[src/rtl/hazard_ctrl.sv]
// Central hazard unit beside the ID stage: load-use stalls, taken-branch redirects and
// fixed-latency multi-cycle EX freezes, plus saturating stall/flush performance counters.
module hazard_ctrl #(
    parameter int LONG_LAT = 4,
    parameter int CNT_W    = 32
) (
    input  logic             clk,
    input  logic             rst_n,
    input  logic [4:0]       rs1_ID,
    input  logic [4:0]       rs2_ID,
    input  logic             uses_rs1_ID,
    input  logic             uses_rs2_ID,
    input  logic [4:0]       rd_EX,
    input  logic             MemRead_EX,
    input  logic             long_op_EX,
    input  logic             branch_taken_EX,
    input  logic [31:0]      branch_target_EX,
    input  logic             clr_cnt,
    output logic             PCWrite,
    output logic             Write_IFID,
    output logic             flush_IF,
    output logic             Write_IDEX,
    output logic             flush_IDEX,
    output logic             PCSrc_IF,
    output logic [31:0]      PCTarget_IF,
    output logic [CNT_W-1:0] stall_cnt,
    output logic [CNT_W-1:0] flush_cnt
);

    // cnt only ever holds LONG_LAT-2 down to 0; keep at least one bit for LONG_LAT == 2.
    localparam int              CW       = (LONG_LAT > 2) ? $clog2(LONG_LAT - 1) : 1;
    localparam logic [CW-1:0]   CNT_LOAD = CW'(LONG_LAT - 2);
    localparam logic [CNT_W-1:0] CNT_ONE = CNT_W'(1);

    typedef enum logic {
        ST_RUN  = 1'b0,
        ST_LONG = 1'b1
    } state_e;

    state_e        state_q, state_d;
    logic [CW-1:0] cnt_q, cnt_d;

    logic rs1_hit;
    logic rs2_hit;
    logic load_use;

    assign rs1_hit  = uses_rs1_ID && (rs1_ID == rd_EX);
    assign rs2_hit  = uses_rs2_ID && (rs2_ID == rd_EX);
    assign load_use = MemRead_EX && (rd_EX != 5'd0) && (rs1_hit || rs2_hit);

    always_ff @(posedge clk or negedge rst_n) begin
        if (!rst_n) begin
            state_q <= ST_RUN;
            cnt_q   <= '0;
        end else begin
            // NOTE: non-blocking so every flop samples pre-edge values in the same step.
            state_q <= state_d;
            cnt_q   <= cnt_d;
        end
    end

    always_comb begin
        state_d = state_q;
        cnt_d   = cnt_q;
        case (state_q)
            ST_RUN: begin
                // A redirect kills the long op in EX, so only an unredirected one freezes.
                if (!branch_taken_EX && long_op_EX) begin
                    state_d = ST_LONG;
                    cnt_d   = CNT_LOAD;
                end
            end
            ST_LONG: begin
                if (cnt_q != '0) begin
                    cnt_d = cnt_q - CW'(1);
                end else begin
                    state_d = ST_RUN;
                end
            end
        endcase
    end

    always_comb begin
        // NOTE: every output is given its default before any branch, so none infers a latch.
        PCWrite     = 1'b1;
        Write_IFID  = 1'b1;
        Write_IDEX  = 1'b1;
        flush_IF    = 1'b0;
        flush_IDEX  = 1'b0;
        PCSrc_IF    = 1'b0;
        PCTarget_IF = 32'b0;
        case (state_q)
            ST_RUN: begin
                if (branch_taken_EX) begin
                    PCSrc_IF    = 1'b1;
                    PCTarget_IF = branch_target_EX;
                    flush_IF    = 1'b1;
                    flush_IDEX  = 1'b1;
                end else if (long_op_EX) begin
                    PCWrite    = 1'b0;
                    Write_IFID = 1'b0;
                    Write_IDEX = 1'b0;
                end else if (load_use) begin
                    PCWrite    = 1'b0;
                    Write_IFID = 1'b0;
                    flush_IDEX = 1'b1;
                end
            end
            ST_LONG: begin
                // cnt == 0 is the release cycle: EX hands over, defaults regardless of inputs.
                if (cnt_q != '0) begin
                    PCWrite    = 1'b0;
                    Write_IFID = 1'b0;
                    Write_IDEX = 1'b0;
                end
            end
        endcase
    end

    always_ff @(posedge clk or negedge rst_n) begin
        if (!rst_n) begin
            stall_cnt <= '0;
            flush_cnt <= '0;
        end else if (clr_cnt) begin
            stall_cnt <= '0;
            flush_cnt <= '0;
        end else begin
            if (!PCWrite && (stall_cnt != '1)) begin
                stall_cnt <= stall_cnt + CNT_ONE;
            end
            if (PCSrc_IF && (flush_cnt != '1)) begin
                flush_cnt <= flush_cnt + CNT_ONE;
            end
        end
    end

endmodule

[config.mk]
export PLATFORM = sky130hd
export DESIGN_NAME = hazard_ctrl
export DESIGN_NICKNAME = d
export VERILOG_FILES = /design/src/rtl/hazard_ctrl.sv
export SDC_FILE = /design/constraint.sdc
export NUM_CORES = 1
export LEC_CHECK = 0
export ABC_AREA = 0
export CORE_UTILIZATION = 47
export CTS_BUF_LIST = sky130_fd_sc_hd__clkbuf_4 sky130_fd_sc_hd__clkbuf_8
export DETAILED_ROUTE_END_ITERATION = 8
export DONT_BUFFER_PORTS = 1
export PLACE_DENSITY = 0.75
export SLEW_MARGIN = 20
export SYNTH_ARGS = -nofsm -noshare
export SYNTH_HDL_FRONTEND = slang
export SYNTH_SLANG_ARGS = --single-unit
[constraint.sdc]
create_clock -name clk -period 2.2 [get_ports clk]
set_clock_uncertainty 0.2 [all_clocks]
set_input_delay 0.22 -clock clk [delete_from_list [all_inputs] [get_ports clk]]
set_output_delay 0.22 -clock clk [all_outputs]
set_load 0.01 [all_outputs]
; ---- After elaboration in Yosys (flattened, before gate mapping)
; Index checks and enable logic that the tools add are counted.
[totals]
in_bits = 55
elab_cells = 55
register_bits = 67
[classes]
n_eq_ne = 6
muxes = 26
reduce_logical = 15
n_addsub = 3
bitwise_logic = 1
[ops]
columns = cell, n
row1 = two-way mux 32 bit, 6
row2 = adder 32 x 1 -> 32 bit (second input constant), 2
row3 = != test 32 bit (second input constant), 2
row4 = two-way mux 1 bit, 14
row5 = == test 5 bit, 2
row6 = logical AND 1 bit, 7
row7 = one-hot mux 1 bit (2 select lines), 3
row8 = nonzero test 2 bit, 3
row9 = nonzero test 5 bit, 1
row10 = two-way mux 2 bit, 2
row11 = one-hot mux 2 bit (2 select lines), 1
row12 = zero test 1 bit, 2
row13 = != test 2 x 1 -> 1 bit (second input constant), 1
row14 = != test 2 bit (second input constant), 1
row15 = AND reduction 2 bit, 1
row16 = subtractor 2 x 1 -> 2 bit (second input constant), 1
row17 = logical OR 1 bit, 1
row18 = inverter 1 bit, 1

; ---- Longest topological paths before layout
; Gate-level depths: netlist (run 1).
[depth]
depth_word = 12
depth_mapped = 9

; ---- Worst setup path after synthesis (run 1)
; OpenSTA, ideal clock, no wires.
[synth_timing]
path_kind = flip-flop to flip-flop
from = register stall_cnt[3]
to = register stall_cnt[31]
period_less_slack_ps = 2399
path_buffers = 1
setup_slack_ps = -199
path_stages_with_launch = 8
t_arrival_ps = 2121
t_required_ps = 1922
path_cell_list = dfrtp_1 > nand4_2 > or2_1 > buf_6 > nor4_4 > or4b_1 > or3_1 > a21oi_1
[synth_via]
elab_chain_len = 3
elab_cells_between_ends = 6
classes_between = add/sub: 1 / eq/ne: 1 / mux: 2 / reduce/logical: 2
[synth_lines]
columns = element, line_no
row1 = start: declaration, 26  ; output logic [CNT_W-1:0] stall_cnt,
row2 = start signal: assignment, 129  ; stall_cnt <= stall_cnt + CNT_ONE;
row3 = adder 32 x 1 -> 32 bit / != test 32 bit (equally long branches), "129, 128"
row4 = two-way mux 32 bit / logical AND 1 bit (equally long branches), 128  ; if (!PCWrite && (stall_cnt != '1)) begin
row5 = two-way mux 32 bit / nonzero test 2 bit (equally long branches), n/a
; Several ways; a longest one is shown, not always the timed one. The select of a mux whose other input is x is not followed.
; A chain may end at the register's enable or synchronous reset.

; ---- Worst setup path in the final report (run 1)
[layout_timing]
from = register stall_cnt[14]
to = register stall_cnt[31]
; The elaborated chain is that of the path after synthesis.

==> results of run 1 <==
[power groups by stage]
| stage | Combinational [mW] | Sequential, mW | Clock, mW |
|---|---|---|---|
| floorplan | 0.634 | 1.36 | 0 |
| global route | 1.44 | 1.33 | 1.22 |
| global placement | 0.840 | 1.34 | 0 |
| detailed placement | 0.865 | 1.35 | 0 |
| finish | 1.36 | 1.32 | 1.15 |
| CTS | 1.01 | 1.32 | 1.16 |
[layer usage]
metal / wire length [um] / share of wire, % / global-route usage [%] / vias to the layer above
li1: - / - / - / 1834
met1: 5190 / 43 / 35.1 / 1983
met2: 5950 / 49 / 41.2 / 136
met3: 632 / 5.2 / 4.21 / 28
met4: 286 / 2.4 / 12.7 / 0
met5: 0 / 0 / 0 / -
[cell usage in the layout, fill, tap and decap left out, types with 3 or more instances in the layout]
cell type and count:
buf_4 90, dfrtp_1 59, nor2_1 45, and2_1 34, nand2_1 28, nand4_1 22, nand3_1 22, xnor2_1 20
o21ai_0 20, a21oi_1 16, or3_1 16, xor2_1 16, inv_1 14, a21oi_2 12, dlygate4sd3_1 10, clkbuf_8 9
dfrtp_2 8, nor2b_1 7, nor2_2 6, or4_1 6, or4_4 6, o31ai_1 5, nor3_1 5, buf_6 5
o211ai_1 4, o21ai_4 4, nor4_2 4, and3_1 4, or3_4 4, nor3_2 4, mux2_2 3, nor4_1 3
[flip-flops by register name, summed over array words and instances, names as in the netlist]
name       flops
cnt_q          2
flush_cnt     32
stall_cnt     32
state_q        1
[stage by stage]
stage / setup TNS [ps] / instances
detailed placement: -637 / 625
global route: -3770 / 668
CTS: -184 / 656
finish: -1010 / 668
floorplan: -115 / 454
global placement: -143 / 625
[what timing repair did]
item                                    4_1_cts  5_1_grt
endpoints found under the setup margin       18       43
setup buffers                                 3       11
pin swaps                                     4       20
endpoints found under the hold margin       131       60
resized for setup                            11       52
gates cloned                                  1        2
[worst paths after layout]
kind,startpoint,endpoint,slack (ps),depth (start not counted)
worst min register to register,cnt_q[0],cnt_q[0],330,1
max in group asynchronous,rst_n,stall_cnt[5],1290,2
worst max-delay path,stall_cnt[14],stall_cnt[31],-150,6
min in group asynchronous,rst_n,stall_cnt[20],220,2
worst min-delay path,clr_cnt,stall_cnt[18],-280,1
worst max register to register,stall_cnt[14],stall_cnt[31],-150,6
[worst reg2reg max path: stages, from the launching register on]
cell	delay (ps)
dfrtp_1	370
nand4_1	240
buf_4	230
nor4_4	280
or4b_4	500
or3_4	340
a21oi_2	120
[cell type report]
type | instances | area (um2)
clock inverters | 5 | 77.6
repair buffers | 107 | 875
inverters | 15 | 61.3
clock buffers | 11 | 139
multi-input cells | 358 | 2530
flip-flops and latches | 67 | 1690
well taps | 105 | 131
fillers | 618 | 2720
[kinds of logic after synthesis]
kind of cell               Yosys count
AOI/OAI and AO/OA                   79
buffers and inverters               32
xor gates and xnor gates            36
adders and majority gates            3
DFF                                 67
muxes                                7
and+or+nand+nor                    230
==> flow_metrics.tcl, run 1 <==
set metrics [dict create \
    synth-xor-area-share_pct 7.89 \
    gp_congestion 0.835 \
    place_ws_ps -86.0 \
    rows 33 \
    hold-worst-slack_ps -281 \
    fin_util_pct 66.9 \
    hold_buffers 11 \
    vias_per_cell 5.96 \
    dp_hpwl_mm 7.66 \
    path_clk_slew_ps 80 \
    synthArstFlopShare_pct 100 \
    p_leak_nw 2.23 \
    p_int_mw 2.51 \
    syn_inst 454 \
    remaining_drc_errors 0 \
    fmax_mhz 425 \
    synthAdderAreaFrac_pct 0.939 \
    synth_most_common_cell "dfrtp_1" \
    powerDensity_mw_per_mm2 696 \
    grt_max_degree 72 \
    clock_sinks 67 \
    drv_cap 0 \
    htreeDepth 3 \
    vdd.ir_drop.worst_uv 335 \
    ys_seq_elements 67 \
    clk_latency_ps 350 \
    synth_top_cells_by_count "67 x dfrtp_1, 51 x nor2_1, 34 x and2_1" \
    vias 3981 \
    die_y_um 94.2 \
    worstMarginPinSlew_ps 470 \
    yosys.area_share.simple_pct 31.5 \
    place_area_mm2 0.00475 \
    io_buffers 0 \
    post-route-period-util_pct 107 \
    synth_edf_count 0 \
    postLayoutSetupSlackWorst_ps -152 \
    critPathSlowestCell "or4b_4" \
    rsz0062_at_grt "yes" \
    min_path_type "input port to flop" \
    synthesis.area_mm2 0.00400 \
    io-pin-count 157 \
    synth_top_area_share_pct 41.9 \
    slew_headroom_pct 68.5 \
    crit_arrival_ps 2430 \
    initial_core_util_pct 48.7 \
    switching_share_pct 34.4 \
    synth-compound-area-share_pct 12.3 \
    cp-end-kind "flop" \
    antenna_cells 0 \
    ys_warn_count 0 \
    synth_mux_area_share_pct 1.91 \
    final_nets 616 \
    synth_top_family_by_area "simple AND/OR/NAND/NOR gates" \
    share_comb_of_total_power_pct 35.5 \
    status "finished, violations left" \
    path_cells "nand4_1 -> buf_4 -> nor4_4 -> or4b_4 -> or3_4 -> a21oi_2" \
    root_buffer "clkbuf_8" \
    grt_pass1_wl_mm 18.0 \
    tritoncts "yes" \
    first_iter_violations 171 \
    sequentialPowerShare_pct 34.6 \
    final-hold-violation-count 60 \
    worstSetupStartpointType "flop" \
    fin_area_mm2 0.00550 \
    yosysUniqueCellTypes 51 \
    avgSynthCellArea_um2 8.81 \
    core-area_mm2 0.00822 \
    syn-num-nets 512 \
    die_w_um 94.2 \
    drive_gt1_share_pct 33.7 \
    synth_ff_type "dfrtp_1" \
    area_growth_pct 37.6 \
    violations "negative hold slack, negative setup slack" \
    p_sw_mw 1.32 \
    cpLargestDelayFamily "simple AND/OR/NAND/NOR gates" \
    clockBufferDepth 2 \
    grt_pass1_vias 3841 \
    cts-buffers-inserted 9 \
    clock_power_share_pct 30.0 \
    final-setup-viol-count 22 \
    crit_fanout 4 \
    min_period_ps 2350 \
    critPathKind "flop to flop" \
    grt_overflow_total 0 \
    ant_nets 0 \
    path_buf_inv 1 \
    design.die.area_mm2 0.00888 \
    grt_use_total_pct 26.3 \
    drv_slew 0 \
    wirelength_mm 12.1 \
    wl_per_cell_um 18.1 \
    yosysTopAreaCell "dfrtp_1" \
    antenna_found_initial 0 \
    synth.area.top_cells "dfrtp_1 42%, and2_1 5.3%, nor2_1 4.8%" \
    drt_pass1_iterations 5 \
    finalPower_mw 3.83 \
    crit_required_ps 2280 \
    yosysSeqAreaShare_pct 41.9 \
    slowest_delay_ps 500 \
]
No activity file was read; power rests on OpenSTA's default activity.
==> run 2: changes to the inputs <==
--- a/config.mk
+++ b/config.mk
@@ -7,7 +7,7 @@
 export LEC_CHECK = 0
 export ABC_AREA = 0
 export CORE_UTILIZATION = 47
-export CTS_BUF_LIST = sky130_fd_sc_hd__clkbuf_4 sky130_fd_sc_hd__clkbuf_8
+export CTS_BUF_LIST = sky130_fd_sc_hd__clkbuf_8
 export DETAILED_ROUTE_END_ITERATION = 8
 export DONT_BUFFER_PORTS = 1
 export PLACE_DENSITY = 0.75
==> run 2 against run 1 <==
Net effect: the flow still finishes with violations (negative hold slack, negative setup slack); hold slack about the same; first-iteration DRC count decreased by 2.9%; die area is the same; global-route usage is the same; core utilization shrank 0.091 points; cell count is the same; register-to-register slack worse by 20 ps; sequential power hardly changed; flip-flop and latch count unchanged; largest cell class unchanged.
==> flow_metrics.tcl, run 2 (synthesis gave the netlist of run 1 again) <==
set metrics [dict create \
    initial_core_util_pct 48.7 \
    drv_slew 0 \
    rows 33 \
    grt_pass1_wl_mm 18.0 \
    slowest_delay_ps 500 \
    status "finished, violations left" \
    cts-buffers-inserted 9 \
    io_buffers 0 \
    area_growth_pct 37.4 \
    first_iter_violations 166 \
    grt_overflow_total 0 \
    htreeDepth 3 \
    vias 4010 \
    fin_area_mm2 0.00549 \
    crit_arrival_ps 2450 \
    nFillCells 618 \
    place_area_mm2 0.00475 \
    wl_per_cell_um 18.1 \
    slew_headroom_pct 67.7 \
    cpLargestDelayFamily "simple AND/OR/NAND/NOR gates" \
    largest_registers "flush_cnt (32), stall_cnt (32), cnt_q (2)" \
    path_buf_inv 1 \
    hold_buffers 11 \
    die_y_um 94.2 \
    finalPower_mw 3.80 \
    drt_pass1_iterations 5 \
    clock_sinks 67 \
    io-pin-count 157 \
    final-hold-violation-count 60 \
    grt_pass1_vias 3842 \
    critPathSlowestCell "or4b_4" \
    die_w_um 94.2 \
    final_common_cell "buf_4" \
    antenna_found_initial 0 \
    core-area_mm2 0.00822 \
    postLayoutSetupSlackWorst_ps -169 \
    drv_cap 0 \
    switching_share_pct 34.7 \
    crit_required_ps 2280 \
    wirelength_mm 12.1 \
    worstSetupStartpointType "flop" \
    path_cells "nand4_1 -> buf_4 -> nor4_4 -> or4b_4 -> or3_4 -> a21oi_2" \
    grt_max_degree 72 \
    fin_util_pct 66.8 \
    fmax_mhz 422 \
    antenna_cells 0 \
    path_clk_slew_ps 80 \
    final_cell_mix "90 x buf_4, 59 x dfrtp_1, 45 x nor2_1" \
    crit_fanout 4 \
    worstMarginPinSlew_ps 482 \
    drive_gt1_share_pct 33.4 \
    remaining_drc_errors 0 \
    final_nets 616 \
    clk_latency_ps 350 \
    root_buffer "clkbuf_8" \
    sequentialPowerShare_pct 34.9 \
    gp_congestion 0.835 \
    p_sw_mw 1.32 \
    min_path_type "input port to flop" \
    tritoncts "yes" \
    cp-end-kind "flop" \
    powerDensity_mw_per_mm2 692 \
    hold-worst-slack_ps -281 \
    critPathKind "flop to flop" \
    ant_nets 0 \
    vdd.ir_drop.worst_uv 334 \
    post-route-period-util_pct 108 \
    clock_power_share_pct 29.4 \
    min_period_ps 2370 \
    share_comb_of_total_power_pct 35.7 \
    design.die.area_mm2 0.00888 \
    p_leak_nw 2.23 \
    p_int_mw 2.48 \
    final-setup-viol-count 25 \
    rsz0062_at_grt "yes" \
    vias_per_cell 6.00 \
    dp_hpwl_mm 7.66 \
    grt_use_total_pct 26.3 \
    violations "negative hold slack, negative setup slack" \
    clockBufferDepth 2 \
]
## run 2: power groups by stage
stage	sequential (mW)	combinational [mW]	clock (mW)
after CTS	1.32	1.01	1.13
final	1.32	1.36	1.12
after global placement	1.34	0.840	0
after global routing	1.33	1.44	1.19
after detailed placement	1.35	0.865	0
after floorplan	1.36	0.634	0
## run 2: area by class of cell
cell class / instances / area [um2] / area share [%]
sequential: 67 / 1690 / 30.7
tap: 105 / 131 / 2.39
clock inverter: 7 / 85.1 / 1.55
inverter: 15 / 61.3 / 1.12
clock buffer: 9 / 124 / 2.26
multi-input combinational: 358 / 2530 / 46.0
timing repair buffer: 107 / 875 / 15.9
## run 2: routing by layer
layer | vias up | wire (um) | global-route usage, % | part of all wire [%]
met5 | - | 0 | 0 | 0
met1 | 2009 | 5130 | 35.1 | 43
met3 | 30 | 698 | 4.21 | 5.8
met2 | 133 | 5940 | 41.2 | 49
met4 | 0 | 289 | 12.7 | 2.4
li1 | 1838 | - | - | -
## run 2: stage by stage
step           std cells  setup slack (ps)  setup TNS (ps)
2_1_floorplan        454             -54.4            -115
3_3_place_gp         625             -31.0            -143
3_5_place_dp         625             -86.0            -637
4_1_cts              656             -72.4            -184
5_1_grt              668              -254           -3770
6_report             668              -169           -1080
## run 2: repair_timing
action | 4_1_cts | 5_1_grt
setup endpoints to repair | 18 | 43
endpoints found under the hold margin | 131 | 60
pin swaps | 4 | 20
setup buffers | 3 | 11
gates cloned | 1 | 2
gates resized for setup | 11 | 52
## run 2: worst paths after layout
path	startpoint	endpoint	slack [ps]	cells after the start
setup / recovery	stall_cnt[14]	stall_cnt[31]	-170	6
hold / removal	clr_cnt	stall_cnt[18]	-280	1
setup reg to reg	stall_cnt[14]	stall_cnt[31]	-170	6
hold reg to reg	cnt_q[0]	cnt_q[0]	330	1
max in group asynchronous	rst_n	stall_cnt[5]	1290	2
min in group asynchronous	rst_n	stall_cnt[20]	220	2
